### src/rtl/urv_decode_if.sv
// urv_decode_if: fetch-to-decode and decode-to-execute signal bundle
interface urv_decode_if;
   logic        f_valid_i;
   logic [31:0] f_ir_i;
   logic [31:0] f_pc_i;
   logic        x_stall_i;
   logic        x_kill_i;
   logic        d_stall_req_o;
   logic [4:0]  rf_rs1_o;
   logic [4:0]  rf_rs2_o;
   logic        d_valid_o;
   logic [31:0] d_pc_o;
   logic [31:0] d_ir_o;
   logic [4:0]  d_opcode_o;
   logic [2:0]  d_fun3_o;
   logic [6:0]  d_fun7_o;
   logic [4:0]  d_rs1_o;
   logic [4:0]  d_rs2_o;
   logic [4:0]  d_rd_o;
   logic [31:0] d_imm_o;
   logic        d_rd_write_o;
   logic        d_is_load_o;
   logic        d_is_store_o;
   logic        d_is_branch_o;
   logic        d_illegal_o;
   modport master (
      input  f_valid_i, f_ir_i, f_pc_i, x_stall_i, x_kill_i,
      output d_stall_req_o, rf_rs1_o, rf_rs2_o, d_valid_o, d_pc_o, d_ir_o,
             d_opcode_o, d_fun3_o, d_fun7_o, d_rs1_o, d_rs2_o, d_rd_o, d_imm_o,
             d_rd_write_o, d_is_load_o, d_is_store_o, d_is_branch_o, d_illegal_o
   );
   modport slave (
      output f_valid_i, f_ir_i, f_pc_i, x_stall_i, x_kill_i,
      input  d_stall_req_o, rf_rs1_o, rf_rs2_o, d_valid_o, d_pc_o, d_ir_o,
             d_opcode_o, d_fun3_o, d_fun7_o, d_rs1_o, d_rs2_o, d_rd_o, d_imm_o,
             d_rd_write_o, d_is_load_o, d_is_store_o, d_is_branch_o, d_illegal_o
   );
endinterface

### src/rtl/urv_decode.sv
// urv_decode: RV32I decode stage with load-use interlock and branch kill
module urv_decode #(
   parameter bit g_with_load_interlock = 1'b1,
   parameter bit g_check_illegal       = 1'b1
) (
   input logic          clk_i,
   input logic          rst_i,
   urv_decode_if.master bus
);
   logic [31:0] ir;
   logic [6:0]  op;
   logic [4:0]  rs1, rs2, rd;
   logic is_lui, is_auipc, is_jal, is_jalr, is_branch, is_load, is_store;
   logic is_opimm, is_op, is_misc, is_system;
   logic uses_rs1, uses_rs2, legal, rd_write, hazard;
   logic [31:0] imm;

   assign ir  = bus.f_ir_i;
   assign op  = ir[6:0];
   assign rs1 = ir[19:15];
   assign rs2 = ir[24:20];
   assign rd  = ir[11:7];
   assign bus.rf_rs1_o = rs1;
   assign bus.rf_rs2_o = rs2;

   // Classify the fetched word, build its immediate and detect load-use against the decode register
   always_comb begin
      is_lui    = op == 7'b0110111;
      is_auipc  = op == 7'b0010111;
      is_jal    = op == 7'b1101111;
      is_jalr   = op == 7'b1100111;
      is_branch = op == 7'b1100011;
      is_load   = op == 7'b0000011;
      is_store  = op == 7'b0100011;
      is_opimm  = op == 7'b0010011;
      is_op     = op == 7'b0110011;
      is_misc   = op == 7'b0001111;
      is_system = op == 7'b1110011;
      legal     = is_lui | is_auipc | is_jal | is_jalr | is_branch | is_load | is_store
                | is_opimm | is_op | is_misc | is_system;
      uses_rs1  = is_jalr | is_branch | is_load | is_store | is_opimm | is_op;
      uses_rs2  = is_branch | is_store | is_op;
      rd_write  = (is_lui | is_auipc | is_jal | is_jalr | is_load | is_opimm | is_op) & (rd != 5'd0);
      imm = (is_jalr | is_load | is_opimm) ? {{20{ir[31]}}, ir[31:20]} :
            is_store                       ? {{20{ir[31]}}, ir[31:25], ir[11:7]} :
            is_branch                      ? {{19{ir[31]}}, ir[31], ir[7], ir[30:25], ir[11:8], 1'b0} :
            (is_lui | is_auipc)            ? {ir[31:12], 12'b0} :
            is_jal                         ? {{11{ir[31]}}, ir[31], ir[19:12], ir[20], ir[30:21], 1'b0} :
                                             32'd0;
      hazard = g_with_load_interlock && bus.d_valid_o && bus.d_is_load_o && (bus.d_rd_o != 5'd0)
             && bus.f_valid_i && ((uses_rs1 && rs1 == bus.d_rd_o) || (uses_rs2 && rs2 == bus.d_rd_o));
      bus.d_stall_req_o = bus.x_stall_i | (hazard & ~bus.x_kill_i);
   end

   // Decode pipeline register: load on advance, hold on stall, kill always clears valid
   always_ff @(posedge clk_i) begin
      if (rst_i) begin
         bus.d_valid_o     <= 1'b0;
         bus.d_pc_o        <= '0;
         bus.d_ir_o        <= '0;
         bus.d_opcode_o    <= '0;
         bus.d_fun3_o      <= '0;
         bus.d_fun7_o      <= '0;
         bus.d_rs1_o       <= '0;
         bus.d_rs2_o       <= '0;
         bus.d_rd_o        <= '0;
         bus.d_imm_o       <= '0;
         bus.d_rd_write_o  <= 1'b0;
         bus.d_is_load_o   <= 1'b0;
         bus.d_is_store_o  <= 1'b0;
         bus.d_is_branch_o <= 1'b0;
         bus.d_illegal_o   <= 1'b0;
      end else if (!bus.x_stall_i) begin
         bus.d_valid_o     <= bus.f_valid_i & ~hazard & ~bus.x_kill_i;
         bus.d_pc_o        <= bus.f_pc_i;
         bus.d_ir_o        <= ir;
         bus.d_opcode_o    <= ir[6:2];
         bus.d_fun3_o      <= ir[14:12];
         bus.d_fun7_o      <= ir[31:25];
         bus.d_rs1_o       <= rs1;
         bus.d_rs2_o       <= rs2;
         bus.d_rd_o        <= rd;
         bus.d_imm_o       <= imm;
         bus.d_rd_write_o  <= rd_write;
         bus.d_is_load_o   <= is_load;
         bus.d_is_store_o  <= is_store;
         bus.d_is_branch_o <= is_branch;
         bus.d_illegal_o   <= g_check_illegal ? ~legal : 1'b0;
      end else if (bus.x_kill_i) begin
         bus.d_valid_o     <= 1'b0;
      end
   end
endmodule
### src/flat_wrapper.sv
// flat-port wrapper written by rule: the top's interface ports become plain ports
module urv_decode_flat 
#(
   parameter bit g_with_load_interlock = 1'b1,
   parameter bit g_check_illegal       = 1'b1
)
  (clk_i, rst_i, bus_f_valid_i, bus_f_ir_i, bus_f_pc_i, bus_x_stall_i, bus_x_kill_i, bus_d_stall_req_o, bus_rf_rs1_o, bus_rf_rs2_o, bus_d_valid_o, bus_d_pc_o, bus_d_ir_o, bus_d_opcode_o, bus_d_fun3_o, bus_d_fun7_o, bus_d_rs1_o, bus_d_rs2_o, bus_d_rd_o, bus_d_imm_o, bus_d_rd_write_o, bus_d_is_load_o, bus_d_is_store_o, bus_d_is_branch_o, bus_d_illegal_o);
  urv_decode_if bus_i ();
  input logic clk_i;
  input logic rst_i;
  input wire logic [$bits(bus_i.f_valid_i)-1:0] bus_f_valid_i;
  input wire logic [$bits(bus_i.f_ir_i)-1:0] bus_f_ir_i;
  input wire logic [$bits(bus_i.f_pc_i)-1:0] bus_f_pc_i;
  input wire logic [$bits(bus_i.x_stall_i)-1:0] bus_x_stall_i;
  input wire logic [$bits(bus_i.x_kill_i)-1:0] bus_x_kill_i;
  output wire logic [$bits(bus_i.d_stall_req_o)-1:0] bus_d_stall_req_o;
  output wire logic [$bits(bus_i.rf_rs1_o)-1:0] bus_rf_rs1_o;
  output wire logic [$bits(bus_i.rf_rs2_o)-1:0] bus_rf_rs2_o;
  output wire logic [$bits(bus_i.d_valid_o)-1:0] bus_d_valid_o;
  output wire logic [$bits(bus_i.d_pc_o)-1:0] bus_d_pc_o;
  output wire logic [$bits(bus_i.d_ir_o)-1:0] bus_d_ir_o;
  output wire logic [$bits(bus_i.d_opcode_o)-1:0] bus_d_opcode_o;
  output wire logic [$bits(bus_i.d_fun3_o)-1:0] bus_d_fun3_o;
  output wire logic [$bits(bus_i.d_fun7_o)-1:0] bus_d_fun7_o;
  output wire logic [$bits(bus_i.d_rs1_o)-1:0] bus_d_rs1_o;
  output wire logic [$bits(bus_i.d_rs2_o)-1:0] bus_d_rs2_o;
  output wire logic [$bits(bus_i.d_rd_o)-1:0] bus_d_rd_o;
  output wire logic [$bits(bus_i.d_imm_o)-1:0] bus_d_imm_o;
  output wire logic [$bits(bus_i.d_rd_write_o)-1:0] bus_d_rd_write_o;
  output wire logic [$bits(bus_i.d_is_load_o)-1:0] bus_d_is_load_o;
  output wire logic [$bits(bus_i.d_is_store_o)-1:0] bus_d_is_store_o;
  output wire logic [$bits(bus_i.d_is_branch_o)-1:0] bus_d_is_branch_o;
  output wire logic [$bits(bus_i.d_illegal_o)-1:0] bus_d_illegal_o;
  assign bus_i.f_valid_i = bus_f_valid_i;
  assign bus_i.f_ir_i = bus_f_ir_i;
  assign bus_i.f_pc_i = bus_f_pc_i;
  assign bus_i.x_stall_i = bus_x_stall_i;
  assign bus_i.x_kill_i = bus_x_kill_i;
  assign bus_d_stall_req_o = bus_i.d_stall_req_o;
  assign bus_rf_rs1_o = bus_i.rf_rs1_o;
  assign bus_rf_rs2_o = bus_i.rf_rs2_o;
  assign bus_d_valid_o = bus_i.d_valid_o;
  assign bus_d_pc_o = bus_i.d_pc_o;
  assign bus_d_ir_o = bus_i.d_ir_o;
  assign bus_d_opcode_o = bus_i.d_opcode_o;
  assign bus_d_fun3_o = bus_i.d_fun3_o;
  assign bus_d_fun7_o = bus_i.d_fun7_o;
  assign bus_d_rs1_o = bus_i.d_rs1_o;
  assign bus_d_rs2_o = bus_i.d_rs2_o;
  assign bus_d_rd_o = bus_i.d_rd_o;
  assign bus_d_imm_o = bus_i.d_imm_o;
  assign bus_d_rd_write_o = bus_i.d_rd_write_o;
  assign bus_d_is_load_o = bus_i.d_is_load_o;
  assign bus_d_is_store_o = bus_i.d_is_store_o;
  assign bus_d_is_branch_o = bus_i.d_is_branch_o;
  assign bus_d_illegal_o = bus_i.d_illegal_o;
  urv_decode #(.g_with_load_interlock(g_with_load_interlock), .g_check_illegal(g_check_illegal)) u_core (.clk_i(clk_i), .rst_i(rst_i), .bus(bus_i));
endmodule
### config.mk
export PLATFORM = sky130hd
export DESIGN_NAME = urv_decode_flat
export DESIGN_NICKNAME = d
export VERILOG_FILES = /design/src/rtl/urv_decode_if.sv /design/src/rtl/urv_decode.sv /design/src/flat_wrapper.sv
export SDC_FILE = /design/constraint.sdc
export NUM_CORES = 1
export LEC_CHECK = 0
export CORE_MARGIN = 2
export CORE_UTILIZATION = 41
export DETAILED_ROUTE_END_ITERATION = 8
export GPL_TIMING_DRIVEN = 0
export PLACE_DENSITY = 0.89
export SYNTH_ARGS = -nofsm -noshare
export SYNTH_HDL_FRONTEND = slang
export SYNTH_SLANG_ARGS = --single-unit
### constraint.sdc
create_clock -name clk_i -period 2 [get_ports clk_i]
set_clock_uncertainty 0.1 [all_clocks]
set_input_delay 0.4 -clock clk_i [delete_from_list [all_inputs] [get_ports clk_i]]
set_output_delay 0.4 -clock clk_i [all_outputs]
set_load 0.01 [all_outputs]
==> results summary <==
The run finished, with violations left. The final reports fail on negative setup slack. The number of pins with negative max-slew slack in the final report is 0. The synthesis-to-finish area growth is 56.6%. The routed design could run at a clock period as short as 2.44 ns.

Leaving out fill and tap cells, the most frequent cell in the layout is sky130_fd_sc_hd__clkdlybuf4s50_1. Hold timing on the final database bottoms out at a slack of 0.325 ns. The maximum fanout along the worst path is 2.

With fillers left out, the area of the finished cells amounts to 7200 sq um. The global route total overflow is 0. The number of enable-type register cells in the synthesized netlist is 0.

The total power divided by cell area came out at 659 nW/um^2. The effective utilization at floorplan is 42.2%. For this block, the initial DRC count from the detailed router was 339.

The post-synthesis cell count is 479. The tightest min-delay check is of the in -> reg type. The final count of hold timing violations is 0. In the routed layout, each cell is associated on average with a via count of 5.06.

The die is 110 microns tall. 212 I/O pins were placed. CTS placed an instance of sky130_fd_sc_hd__clkbuf_8 at the clock tree root. TritonCTS created 9 clock buffers. The chip width came out at 110 microns.

The first-pass GRT wire length came out at 21,700 microns. During placement, the flow inserted port buffers numbering 209. The number of storage elements in the synthesis netlist is 102. Of the available clock period, the critical path in the final layout requires 122%. Setup repair after global routing could not meet its margin everywhere. The global placer's final weighted congestion is 0.916. Setup violations remaining at the end of the flow were counted as 1.

The first detailed-routing pass took 6 iterations. STA classifies the critical path endpoint as an output port. The final layout contains 776 nets. The total length of routed wires is 14,400 microns. In the synthesized netlist the async set-or-reset flop fraction comes to 0%. The total routing usage reported by global routing is 23.4%. The placed instance count is 828. The hold buffer count at CTS is 0.

The largest area contributor in the netlist is sky130_fd_sc_hd__dfxtp_1. In this run the static leakage power is 2.94 nW. TritonCTS built the clock tree. The part of the Yosys area used for sequential elements came out at 44.4%.

The placed cell area is 6870 sq um. The largest vdd supply drop came out at 0.452 mV. The arrival time at the worst endpoint came out at 1.94 ns. After detailed routing, the average wire length per cell comes to 16.9 microns. The highest clock frequency the design can meet came out at 410 MHz.

The floorplan has 38 rows. The library cells used most frequently in the layout, excluding fill and tap cells, are sky130_fd_sc_hd__clkdlybuf4s50_1 (193), sky130_fd_sc_hd__dfxtp_1 (97), sky130_fd_sc_hd__nor2_1 (86), sky130_fd_sc_hd__mux2i_1 (63), sky130_fd_sc_hd__buf_4 (51). The insertion delay to the later sink of the worst-skew pair is 0.36 ns. The clock sink count came out at 102. Ranked by total cell area, the synthesized netlist is headed by sky130_fd_sc_hd__dfxtp_1 (44%), sky130_fd_sc_hd__mux2i_1 (14%), sky130_fd_sc_hd__nor2_1 (7.0%). The fraction of layout instances using a drive strength above 1 is 16.9%.

The core box area is 10,900 sq um. The number of antenna violations at the first check in global routing is 2. The number of unique standard cell types used by synthesis came out at 48. The worst-margin pin slew is 0.761 ns. Once detail routing completed, the nets flagged for antenna violations numbered 0. The predominant post-synthesis flop cell is sky130_fd_sc_hd__dfxtp_1. Across the run, the number of max-cap violations was 0. The via count of the first global-routing pass came to 4,277.

The critical path required time came out at 1.50 ns. The buffer depth of the longest clock path is 2. STA classifies the critical path startpoint as a flop. The area enclosed by the die boundary is 12,100 sq um.

In this run the tightest slew margin relative to its limit is 49.3%. The total DRC errors in the routed layout came out at 0. The average footprint of a synthesized cell is 9.60 sq um.

The yosys synthesis warning count is 0. The slack of the critical path is -0.436 ns. Entering global routing, the biggest net connects 17 pins. The top cell type's share of synthesized area came out at 44.4%. The count of non-filler cells in the finished layout is 853.

CTS built an H-tree with a depth of 3. The clock input transition at the sequential cells of the worst setup and hold paths came out at 0.10 ns. Synthesis produced a netlist with a net count of 548. The total half-perimeter wirelength after legalization and detailed placement came out at 11,100 microns.

The total via count in the routed design is 4,319. The critical path is of the reg -> out type. The share of the core filled with cells came out at 66.1%. The mapped cell area came out at 4600 sq um.
-- final cells by class --
cell class	count	area, sq um
clock buffer	10	128
timing repair buffer	217	2140
buffer	72	472
antenna	2	5.00
multi-input combinational	284	2050
sequential	102	2050
tap	140	175
inverter	21	78.8
fill	908	3690
clock inverter	5	106
-- routing by layer --
layer | wire length (microns) | global-route usage [%] | share of wire, %
met2 | 7370 | 42.0 | 51
met3 | 1170 | 6.22 | 8.2
met4 | 261 | 8.14 | 1.8
met5 | 0 | 0 | 0
met1 | 5590 | 26.5 | 39
-- cell families after synthesis --
logic type                share of synthesized area, %
DFF                                               44.4
xor gates and xnor gates                          1.90
buffers and inverters                             11.6
and+or+nand+nor                                   14.6
muxes                                             14.0
AOI/OAI and AO/OA                                 13.5
-- synth_stat cells (2+ instances only) --
cell,n
sky130_fd_sc_hd__nand3_1,2
sky130_fd_sc_hd__and2_1,2
sky130_fd_sc_hd__dfxtp_1,102
sky130_fd_sc_hd__buf_2,14
sky130_fd_sc_hd__nor2b_1,5
sky130_fd_sc_hd__mux2i_1,63
sky130_fd_sc_hd__a21oi_4,2
sky130_fd_sc_hd__nor3_1,8
sky130_fd_sc_hd__clkbuf_1,14
sky130_fd_sc_hd__nand2_1,30
sky130_fd_sc_hd__xnor2_1,7
sky130_fd_sc_hd__a222oi_1,4
sky130_fd_sc_hd__a221oi_2,18
sky130_fd_sc_hd__nand3_4,2
sky130_fd_sc_hd__a22oi_1,9
sky130_fd_sc_hd__buf_6,2
sky130_fd_sc_hd__nand2b_1,3
sky130_fd_sc_hd__o22ai_1,2
sky130_fd_sc_hd__nor2_1,86
sky130_fd_sc_hd__a211oi_1,2
sky130_fd_sc_hd__a21oi_2,2
sky130_fd_sc_hd__a21oi_1,6
sky130_fd_sc_hd__inv_1,21
sky130_fd_sc_hd__o21ai_0,6
sky130_fd_sc_hd__or4_1,2
sky130_fd_sc_hd__buf_4,41
sky130_fd_sc_hd__xor2_1,3
-- flip-flops by register name (all words and copies together), names as in the netlist, 2 cells and up --
| register | cells |
|---|---|
| u_core.bus.d_ir_o | 7 |
| u_core.bus.d_rs2_o | 4 |
| u_core.bus.d_fun3_o | 2 |
| u_core.bus.d_rd_o | 4 |
| u_core.bus.d_opcode_o | 4 |
| u_core.bus.d_imm_o | 32 |
| u_core.bus.d_pc_o | 32 |
| u_core.bus.d_rs1_o | 4 |
| u_core.bus.d_fun7_o | 7 |
-- power by group --
part,total [mW],internal (mW),switching (mW)
clock network,1.53,0.830,0.704
logic,1.01,0.566,0.441
registers,2.20,2.13,0.0717
total,4.75,3.53,1.22
-- worst max-delay path: stages (launching register included) --
cell and delay (ns):
sky130_fd_sc_hd__dfxtp_4 0.35, sky130_fd_sc_hd__or4_4 0.52, sky130_fd_sc_hd__o211ai_1 0.32, sky130_fd_sc_hd__nor2_1 0.10
sky130_fd_sc_hd__a21o_1 0.18, sky130_fd_sc_hd__buf_6 0.12
-- final timing paths --
check / slack, ns / to / cells after the start / startpoint
hold / removal: 0.33 / u_core.bus.d_imm_o[24] / 3 / bus_f_ir_i[24]
setup / recovery: -0.44 / bus_d_stall_req_o / 5 / u_core.bus.d_rd_o[0]
hold reg to reg: 0.37 / u_core.bus.d_imm_o[31] / 2 / u_core.bus.d_imm_o[31]
setup reg to reg: 0.31 / u_core.bus.d_valid_o / 6 / u_core.bus.d_rd_o[1]
-- what timing repair did --
| action | in CTS | in global routing |
|---|---|---|
| buffers inserted | 7 | 1 |
| setup endpoints to repair | 16 | 13 |
| pin swaps | 2 | 4 |
| gates resized for setup | 34 | 7 |
-- stage by stage --
| step | TNS [ns] | total power, mW | setup WS, ns |
|---|---|---|---|
| after detailed placement | -19.99 | 3.25 | -1.17 |
| after floorplan | 0 | 2.69 | 0.138 |
| after global placement | -16.18 | 3.21 | -1.10 |
| after global routing | -0.843 | 4.93 | -0.491 |
| final | -0.436 | 4.75 | -0.436 |
| after CTS | -0.410 | 4.77 | -0.410 |
Power figures use the tool's default switching activity.
